[src/rtl/cr_intc_pkg.sv]
// Shared constants for the control-register / interrupt unit: register map,
// CAUSE field layout, default widths and the fetch/memory state encoding.
package cr_intc_pkg;

    localparam int XLEN_DEFAULT = 16;

    localparam logic [4:0] CR_STATUS = 5'd0;
    localparam logic [4:0] CR_IE     = 5'd1;
    localparam logic [4:0] CR_EPC    = 5'd2;
    localparam logic [4:0] CR_CPC    = 5'd3;
    localparam logic [4:0] CR_IP     = 5'd4;
    localparam logic [4:0] CR_CAUSE  = 5'd5;
    localparam logic [4:0] CR_TEMP   = 5'd6;

    localparam int CAUSE_VLD_BIT = 15;
    localparam int CAUSE_ID_W    = 4;

    typedef enum logic {
        ST_T0 = 1'b0,
        ST_T1 = 1'b1
    } main_state_t;

    // Vector table occupies indices 16..16+nint-1.
    function automatic logic is_tvec(input logic [4:0] addr, input int nint);
        return addr[4] && (int'(addr[3:0]) < nint);
    endfunction

endpackage

[src/rtl/cr_intc_prio.sv]
// Fixed-priority encoder, lowest set index wins; purely combinational,
// zero latency, no flow control.
module cr_intc_prio #(
    parameter int N = 8
) (
    input  logic [N-1:0] req,
    output logic         vld,
    output logic [3:0]   idx
);

    always_comb begin
        vld = |req;
        idx = '0;
        for (int i = N - 1; i >= 0; i--) begin
            if (req[i]) idx = 4'(i);
        end
    end

endmodule

[src/rtl/cr_intc.sv]
// Control registers, PC sequencing and NINT-source interrupt unit; state
// updates one cycle after strobes, rdata/pc_next/int_ack combinational, no stalls.
module cr_intc
    import cr_intc_pkg::*;
#(
    parameter int              XLEN      = XLEN_DEFAULT,
    parameter int              NINT      = 8,
    parameter logic [NINT-1:0] EDGE_MASK = '0
) (
    input  logic              clk,
    input  logic              rst,
    input  logic [NINT-1:0]   int_in,
    input  logic              mem_read,
    input  logic              mem_write,
    input  logic              mem_ok,
    input  logic              branch,
    input  logic              bra,
    input  logic [XLEN-1:0]   branch_offset,
    input  logic              ret,
    input  logic              apc,
    input  logic              jmp,
    input  logic [4:0]        cr_addr,
    input  logic              cr_write,
    input  logic [XLEN-1:0]   wdata,
    output logic [XLEN-1:0]   rdata,
    output logic [XLEN-1:0]   pc_next,
    output logic              main_state,
    output logic              int_ack,
    output logic [3:0]        int_id
);

    localparam int              IW  = (NINT > 1) ? $clog2(NINT) : 1;
    localparam logic [XLEN-1:0] ONE = {{(XLEN-1){1'b0}}, 1'b1};

    logic [XLEN-1:0] pc, epc, cpc, temp;
    logic [XLEN-1:0] tvec [NINT];
    logic            gie, pgie;
    logic [NINT-1:0] ie, ip_edge, int_prev;
    logic            armed;
    logic            cause_vld;
    logic [3:0]      cause_id;
    main_state_t     state;

    logic            mem_acc;
    logic [NINT-1:0] new_edge, ip, eligible, acc_clr, w1c;
    logic            any_elig, int_acc;
    logic [3:0]      win_idx;
    logic            wr_status, wr_ie, wr_epc, wr_cpc, wr_ip, wr_cause, wr_temp, wr_tvec;
    logic            pc_step;

    assign mem_acc = mem_read | mem_write;

    // armed stays low for the first cycle after reset so a line already high
    // at release is absorbed into the history instead of firing.
    assign new_edge = armed ? (int_in & ~int_prev & EDGE_MASK) : '0;
    assign ip       = (ip_edge & EDGE_MASK) | (int_in & ~EDGE_MASK);
    assign eligible = ip & ie;

    cr_intc_prio #(.N(NINT)) u_prio (
        .req (eligible),
        .vld (any_elig),
        .idx (win_idx)
    );

    assign int_acc = gie & any_elig & ~(bra | jmp | ret | mem_acc) & (state == ST_T0);
    assign int_ack = int_acc;
    assign int_id  = int_acc ? win_idx : 4'd0;

    always_comb begin
        acc_clr = '0;
        for (int k = 0; k < NINT; k++) begin
            acc_clr[k] = int_acc && (win_idx == 4'(k));
        end
    end

    assign wr_status = cr_write && (cr_addr == CR_STATUS);
    assign wr_ie     = cr_write && (cr_addr == CR_IE);
    assign wr_epc    = cr_write && (cr_addr == CR_EPC);
    assign wr_cpc    = cr_write && (cr_addr == CR_CPC);
    assign wr_ip     = cr_write && (cr_addr == CR_IP);
    assign wr_cause  = cr_write && (cr_addr == CR_CAUSE);
    assign wr_temp   = cr_write && (cr_addr == CR_TEMP);
    assign wr_tvec   = cr_write && is_tvec(cr_addr, NINT);
    assign w1c       = wr_ip ? wdata[NINT-1:0] : '0;

    assign pc_step = ((state == ST_T0) && !mem_acc) || ((state == ST_T1) && mem_ok);

    assign pc_next = ret    ? epc :
                     branch ? pc + branch_offset :
                     jmp    ? wdata : pc;

    assign main_state = (state == ST_T1);

    always_comb begin
        rdata = '0;
        case (cr_addr)
            CR_STATUS: rdata[1:0] = {pgie, gie};
            CR_IE:     rdata[NINT-1:0] = ie;
            CR_EPC:    rdata = epc;
            CR_CPC:    rdata = cpc;
            CR_IP:     rdata[NINT-1:0] = ip;
            CR_CAUSE: begin
                rdata[CAUSE_VLD_BIT]    = cause_vld;
                rdata[CAUSE_ID_W-1:0]   = cause_id;
            end
            CR_TEMP:   rdata = temp;
            default: begin
                if (is_tvec(cr_addr, NINT)) rdata = tvec[cr_addr[IW-1:0]];
            end
        endcase
    end

    always_ff @(posedge clk) begin
        if (rst) begin
            pc        <= '0;
            epc       <= '0;
            cpc       <= '0;
            temp      <= '0;
            gie       <= 1'b0;
            pgie      <= 1'b0;
            ie        <= '0;
            ip_edge   <= '0;
            int_prev  <= '0;
            armed     <= 1'b0;
            cause_vld <= 1'b0;
            cause_id  <= '0;
            state     <= ST_T0;
            for (int k = 0; k < NINT; k++) tvec[k] <= '0;
        end else begin
            if (int_acc)      pc <= tvec[win_idx[IW-1:0]] + ONE;
            else if (ret)     pc <= epc + ONE;
            else if (jmp)     pc <= wdata + ONE;
            else if (branch)  pc <= pc + branch_offset + ONE;
            else if (pc_step) pc <= pc + ONE;

            if (int_acc)        gie <= 1'b0;
            else if (ret)       gie <= pgie;
            else if (wr_status) gie <= wdata[0];

            if (int_acc)        pgie <= gie;
            else if (wr_status) pgie <= wdata[1];

            if (int_acc)     epc <= pc;
            else if (wr_epc) epc <= wdata;

            if (apc)         cpc <= pc;
            else if (wr_cpc) cpc <= wdata;

            if (wr_ie)   ie   <= wdata[NINT-1:0];
            if (wr_temp) temp <= wdata;

            // A fresh edge wins over both clears in the same cycle.
            ip_edge  <= ((ip_edge & ~w1c & ~acc_clr) | new_edge) & EDGE_MASK;
            int_prev <= int_in;
            armed    <= 1'b1;

            if (int_acc) begin
                cause_vld <= 1'b1;
                cause_id  <= win_idx;
            end else if (wr_cause) begin
                cause_vld <= wdata[CAUSE_VLD_BIT];
                cause_id  <= wdata[CAUSE_ID_W-1:0];
            end

            if (wr_tvec) tvec[cr_addr[IW-1:0]] <= wdata;

            case (state)
                ST_T0: if (mem_acc) state <= ST_T1;
                ST_T1: if (mem_ok)  state <= ST_T0;
                default: state <= ST_T0;
            endcase
        end
    end

endmodule

[config.mk]
export PLATFORM = sky130hd
export DESIGN_NAME = cr_intc
export DESIGN_NICKNAME = d
export VERILOG_FILES = /design/src/rtl/cr_intc_pkg.sv /design/src/rtl/cr_intc_prio.sv /design/src/rtl/cr_intc.sv
export SDC_FILE = /design/constraint.sdc
export NUM_CORES = 1
export LEC_CHECK = 0
export ABC_AREA = 1
export CAP_MARGIN = 15
export CORE_ASPECT_RATIO = 1.75
export CORE_UTILIZATION = 55
export CTS_BUF_LIST = sky130_fd_sc_hd__clkbuf_2 sky130_fd_sc_hd__clkbuf_4 sky130_fd_sc_hd__clkbuf_8
export DETAILED_ROUTE_END_ITERATION = 8
export PLACE_DENSITY = 0.75
export SLEW_MARGIN = 20
export SYNTH_ARGS = -nofsm -noshare
export SYNTH_HDL_FRONTEND = slang
export SYNTH_SLANG_ARGS = --single-unit
[constraint.sdc]
create_clock -name clk -period 5.2 [get_ports clk]
set_input_delay 1.04 -clock clk [delete_from_list [all_inputs] [get_ports clk]]
set_output_delay 1.04 -clock clk [all_outputs]
set_load 0.05 [all_outputs]
== Word-level counts from Yosys, hierarchy flattened ==
Memory sizes are Yosys's and may differ from the RTL's.
Index checks and enable logic that the tools add are counted.
Word-level totals
  RAM bits: 128
  memories: 1
  register bits: 80
  logic and storage cells: 105
  output and inout port bits: 38
  input bits: 56
Cells by class
  add/subtract/negate cells: 6
  mux-type cells: 46
  equal/unequal tests: 6
  bitwise logic cells: 10
  reduce and logical (&&, ||, !) cells: 25
  $lt $le $gt $ge: 1
Memories
  tvec: depth 8, width 16, rd ports 2, clocked after memory_dff 0, write ports 8, RTL line cr_intc.sv:36  | logic [XLEN-1:0] tvec [NINT];
Operators by type and width (count)
  16-bit two-way mux: 14
  16-bit by 1-bit adder with 16-bit output (second input constant): 5
  2-bit case mux with 7 select lines: 2
  7-bit case mux with 4 select lines: 1
  3-bit two-way mux: 9
  4-bit case mux with 6 select lines: 1
  16-bit adder: 1
  16-bit OR reduction: 1
  5-bit by 3-bit equality test with 1-bit output (second input constant): 3
  1-bit two-way mux: 14
  4-bit two-way mux: 3
  5-bit by 2-bit equality test with 1-bit output (second input constant): 2
  1-bit logical AND: 10
  2-bit nonzero test: 5
  8-bit bitwise AND: 1
  8-bit OR reduction: 1
  5-bit by 1-bit equality test with 1-bit output (second input constant): 1
  5-bit logical NOT: 1
  1-bit case mux with 5 select lines: 1
  5-bit nonzero test: 1
  4-bit < comparator (second input constant): 1
  1-bit bitwise OR: 4
  2-bit OR reduction: 2
  4-bit OR reduction: 1
  other kinds (6): 9

== Depth between registers and ports, before layout ==
An unclocked memory read counts as a cell.
  depth after elaboration: 12
  mapped depth: 26
  gate-level depth less buffers: 25

== By module ==
A second synthesis with hierarchy kept.
Unflattened totals
  cells, all modules: 1740
  area total of the unflattened synthesis: 12831.1 µm²
Modules (own cells, without submodules)
  cr_intc: area each 12721.0 µm², seq. area each 5445.2 µm², cells each 1716, instances 1
  cr_intc_prio: area each 110.1 µm², seq. area each 0.0 µm², cells each 24, instances 1

== Worst setup path before layout ==
OpenSTA, ideal clock, no wires.
  path kind: input to output
  from: input port branch_offset[0]
  to: output port pc_next[8]
  stages on the path: 9
  buffers on the path: 0
  data required time: 4160 ps
  data arrival time: 3333 ps
  path slack: 827 ps
  path through: ha_1 > fa_1 > nand3_1 > nand2_1 > nand2_1 > nand2_1 > o21ai_0 > nor2_1 > a211oi_1
On the way
  word-level cells in the longest chain between the ends: 3
Ends and longest elaborated chain
  start: declaration: RTL line cr_intc.sv:18  | input logic [XLEN-1:0] branch_offset,
  16-bit adder: RTL line cr_intc.sv:89  | branch ? pc + branch_offset :
  16-bit two-way mux: RTL line cr_intc.sv:89
  16-bit two-way mux: RTL line cr_intc.sv:88  | assign pc_next = ret ? epc :
  end: declaration: RTL line cr_intc.sv:26  | output logic [XLEN-1:0] pc_next,
No other way between the ends.

== Final worst setup path ==
  from: input port cr_addr[2]
  to: output port rdata[1]
On the way
  word-level cells in the longest chain between the ends: 4
  elaborated cells on any way between the ends: 12
Ends and longest elaborated chain
  start: declaration: RTL line cr_intc.sv:22  | input logic [4:0] cr_addr,
  4-bit < comparator: RTL line cr_intc_pkg.sv:25  | return addr[4] && (int'(addr[3:0]) < nint);
  1-bit logical AND: RTL line cr_intc_pkg.sv:25
  16-bit two-way mux: RTL line cr_intc.sv:108  | if (is_tvec(cr_addr, NINT)) rdata = tvec[cr_addr[IW-1:0]];
  2-bit case mux with 7 select lines (*): RTL line cr_intc.sv:96  | case (cr_addr)
  end: declaration: RTL line cr_intc.sv:25  | output logic [XLEN-1:0] rdata,
Mark *: on every way between the ends. The rest lies on a longest branch, timed or not.

==> results.sh <==
export IMPL_outcome="complete, no violations"
export IMPL_synth_seq_cells=208
export IMPL_tns_ns=0
export IMPL_crit_path_cell_trace="clkdlybuf4s50_1 > clkinv_1 > nand3_1 > clkinv_1 > nand2_1 > nand2_1 > a21oi_1 > nand3_1 > buf_12"
export IMPL_clock_fmax_ghz=0.2118
export IMPL_routed_wl_met3_mm=3.431
export IMPL_dpl_cell_count=2106
export IMPL_cts_root_buf="clkbuf_8"
export IMPL_drc=0
export IMPL_wl_mm=43.75
export IMPL_critPathBufInv=4
export IMPL_syn2layout_area_growth_pct=15.83
export IMPL_start_kind="input pin"
export IMPL_top_layer="met4"
export IMPL_fin_skew_ns=0.02342
export IMPL_die_y_um=204.7
export IMPL_critPathSlowestCell="clkdlybuf4s50_1"
export IMPL_layout_nets=1911
export IMPL_setup_violations=0
export IMPL_start_util_pct=56.56
export IMPL_ys_flop_type="edfxtp_1"
export IMPL_insertion_delay_ns=0.59
export IMPL_finalNonFillerCells=2162
export IMPL_min_period_ns=4.720
export IMPL_cp_arrival_ns=3.68
export IMPL_p_per_area_nw_per_um2=273.5
export IMPL_cts_buffers=30
export IMPL_firstDrtPassIters=7
export IMPL_dp_hpwl_mm=32.36
export IMPL_synth_nets=1847
export IMPL_hold_viol=0
export IMPL_yosys_top_cells_area="edfxtp_1 30%, dfxtp_1 12%, nand2_1 11%"
export IMPL_via_per_inst=6.058
export IMPL_grt_pass1_vias=12670
export IMPL_synth_warnings=0
export IMPL_cpLargestDelayFamily="buffers and inverters"
export IMPL_worstHoldPathType="register to register"
export IMPL_overflow=0
export IMPL_max_stage_delay_ns=0.81
export IMPL_syn_inst=1774
export IMPL_syn_area_per_cell_um2=7.280
export IMPL_diodes=0
export IMPL_dpl_instance_area_um2=14290
export IMPL_htree_levels=1
export IMPL_synth_top_area_cell="edfxtp_1"
export IMPL_wl_met1_mm=15.22
export IMPL_synth_edf_count=128
export IMPL_grt_util_all_layers_pct=36.22
export IMPL_preCtsSetupSlack_ns=0.5708
export IMPL_p_leak_uw=0.006359
export IMPL_cts_setup_buffers=0
export IMPL_period_share_pct=90.78
export IMPL_slew_headroom_pct=32.60
export IMPL_grt_pass1_wl_mm=67.41
export IMPL_setup_slack_ns=0.4796
export IMPL_ctsResizeCount=0
export IMPL_wl_per_cell_um=20.23
export IMPL_clk_pin_slew_ns=0.07
export IMPL_cp_max_fo=10
export IMPL_final_common_cell="nand2_1"
export IMPL_synth_cell_area_um2=12910
export IMPL_die_area_um2=24120
export IMPL_final_antenna_net_count=0
export IMPL_routabilityCongestion=0.9579
export IMPL_drv_slew=0
export IMPL_fillers=2035
export IMPL_clockBufferDepth=3
export IMPL_tritoncts="done"
export IMPL_maxCapViolCount=0
export IMPL_vias=13100
export IMPL_hold_buffers=0
export IMPL_rows=73
export IMPL_clock_sinks=208
export IMPL_irDropWorstVdd_v=0.0001890
export IMPL_netlist_area_leader_share_pct=29.76
export IMPL_rsz0062_at_grt="false"
export IMPL_synthDistinctLibCells=55
export IMPL_grt_max_degree=60
export IMPL_route_met2_wl_mm=22.39
export IMPL_stdcell_area_um2=14960
export IMPL_fp_coreArea_um2=22830
export IMPL_async_flop_share_pct=0
export IMPL_cp_required_ns=4.16
export IMPL_portBuffers=92
export IMPL_chipWidth_um=117.8
export IMPL_hold_ws_ns=0.4518
export IMPL_worst_pin_slew_ns=1.007
export IMPL_drive_gt1_share_pct=10.42
export IMPL_yosysSeqAreaShare_pct=42.16
export IMPL_mostFrequentLayoutCells="378 x nand2_1, 243 x nor2_1, 187 x nand3_1"
export IMPL_ioPinCount=94
export IMPL_critPathKind="input pin to primary output"
export IMPL_drt_iter0_drc=1489
export IMPL_cp_end_kind="primary output"
export IMPL_antenna_found_initial=0
-- final timing paths --
check                           to                   from  cells past startpoint  slack (ns)
max                       rdata[1]             cr_addr[2]                      9        0.48
min reg2reg  temp[13]$_SDFFE_PP0P_  temp[13]$_SDFFE_PP0P_                      2        0.45
max reg2reg    pc[14]$_SDFFE_PP0P_     ie[7]$_SDFFE_PP0P_                     20        1.73
min          temp[13]$_SDFFE_PP0P_  temp[13]$_SDFFE_PP0P_                      2        0.45
-- power breakdown --
part	internal (uW)	leakage [uW]	switching (uW)
clock network	788	0.000361	650
registers	1830	0.00187	55.3
logic	260	0.00413	509
total	2880	0.00636	1210
-- Yosys cell counts (all sizes together), types with 5 or more instances --
master and n:
nor2 260, nand4 8, a22oi 8, buf 28, dfxtp 80, a21oi 120
inv 177, a211oi 7, nand2 387, o22ai 5, o2111ai 17, xnor2 7
clkbuf 78, nor3 11, o21ai 133, a221oi 17, a31oi 11, edfxtp 128
clkinv 18, ha 16, nand3b 5, o211ai 18, o32ai 7, nand3 198
-- flip-flops by register name, indices dropped and copies added, names as in the netlist, 4 cells and up --
| signal | flops |
|---|---|
| tvec | 128 |
| cause_id | 4 |
| cpc | 16 |
| epc | 16 |
| temp | 16 |
| pc | 16 |
| ie | 8 |
-- metal layers --
| layer | vias up | GRT usage [%] |
|---|---|---|
| met2 | 747 | 65.69 |
| met5 | - | 0 |
| li1 | 6092 | - |
| met3 | 167 | 4.343 |
| met4 | 0 | 23.58 |
| met1 | 6091 | 39.67 |
-- cells by family after synthesis --
kind of cell             count (synthesis)  share of synthesized area [%]
AND/OR/NAND/NOR                        874                          29.18
AO/OA/AOI/OAI                          361                          16.65
buffers and inverters                  301                          9.436
flip-flops                             208                          42.16
adder cells (fa/ha/maj)                 17                          1.705
XOR/XNOR                                11                         0.7460
other                                    1                        0.02904
multiplexers                             1                        0.08719
-- final cells by class --
cell class              count  area, um^2  area share [%]
flip-flops and latches    208        5445           36.40
multi-input cells        1265        6254           41.80
clock buffers              48       604.3           4.040
well taps                 300       375.4           2.509
clock inverters             8       67.56          0.4517
repair buffers            138        1474           9.853
inverters                 195       739.5           4.943
-- tightest hold or removal path: stages (launching register included) --
cell	delay, ns
dfxtp_1	0.30
inv_1	0.06
a21oi_1	0.05
-- per-stage QoR --
stage	util, %	power [uW]
5_1_grt	65.51	4227
4_1_cts	65.51	4077
2_1_floorplan	-	2377
6_report	65.51	4091
3_5_place_dp	62.57	2671
3_3_place_gp	62.57	2661
(Power assumes the default switching activity.)
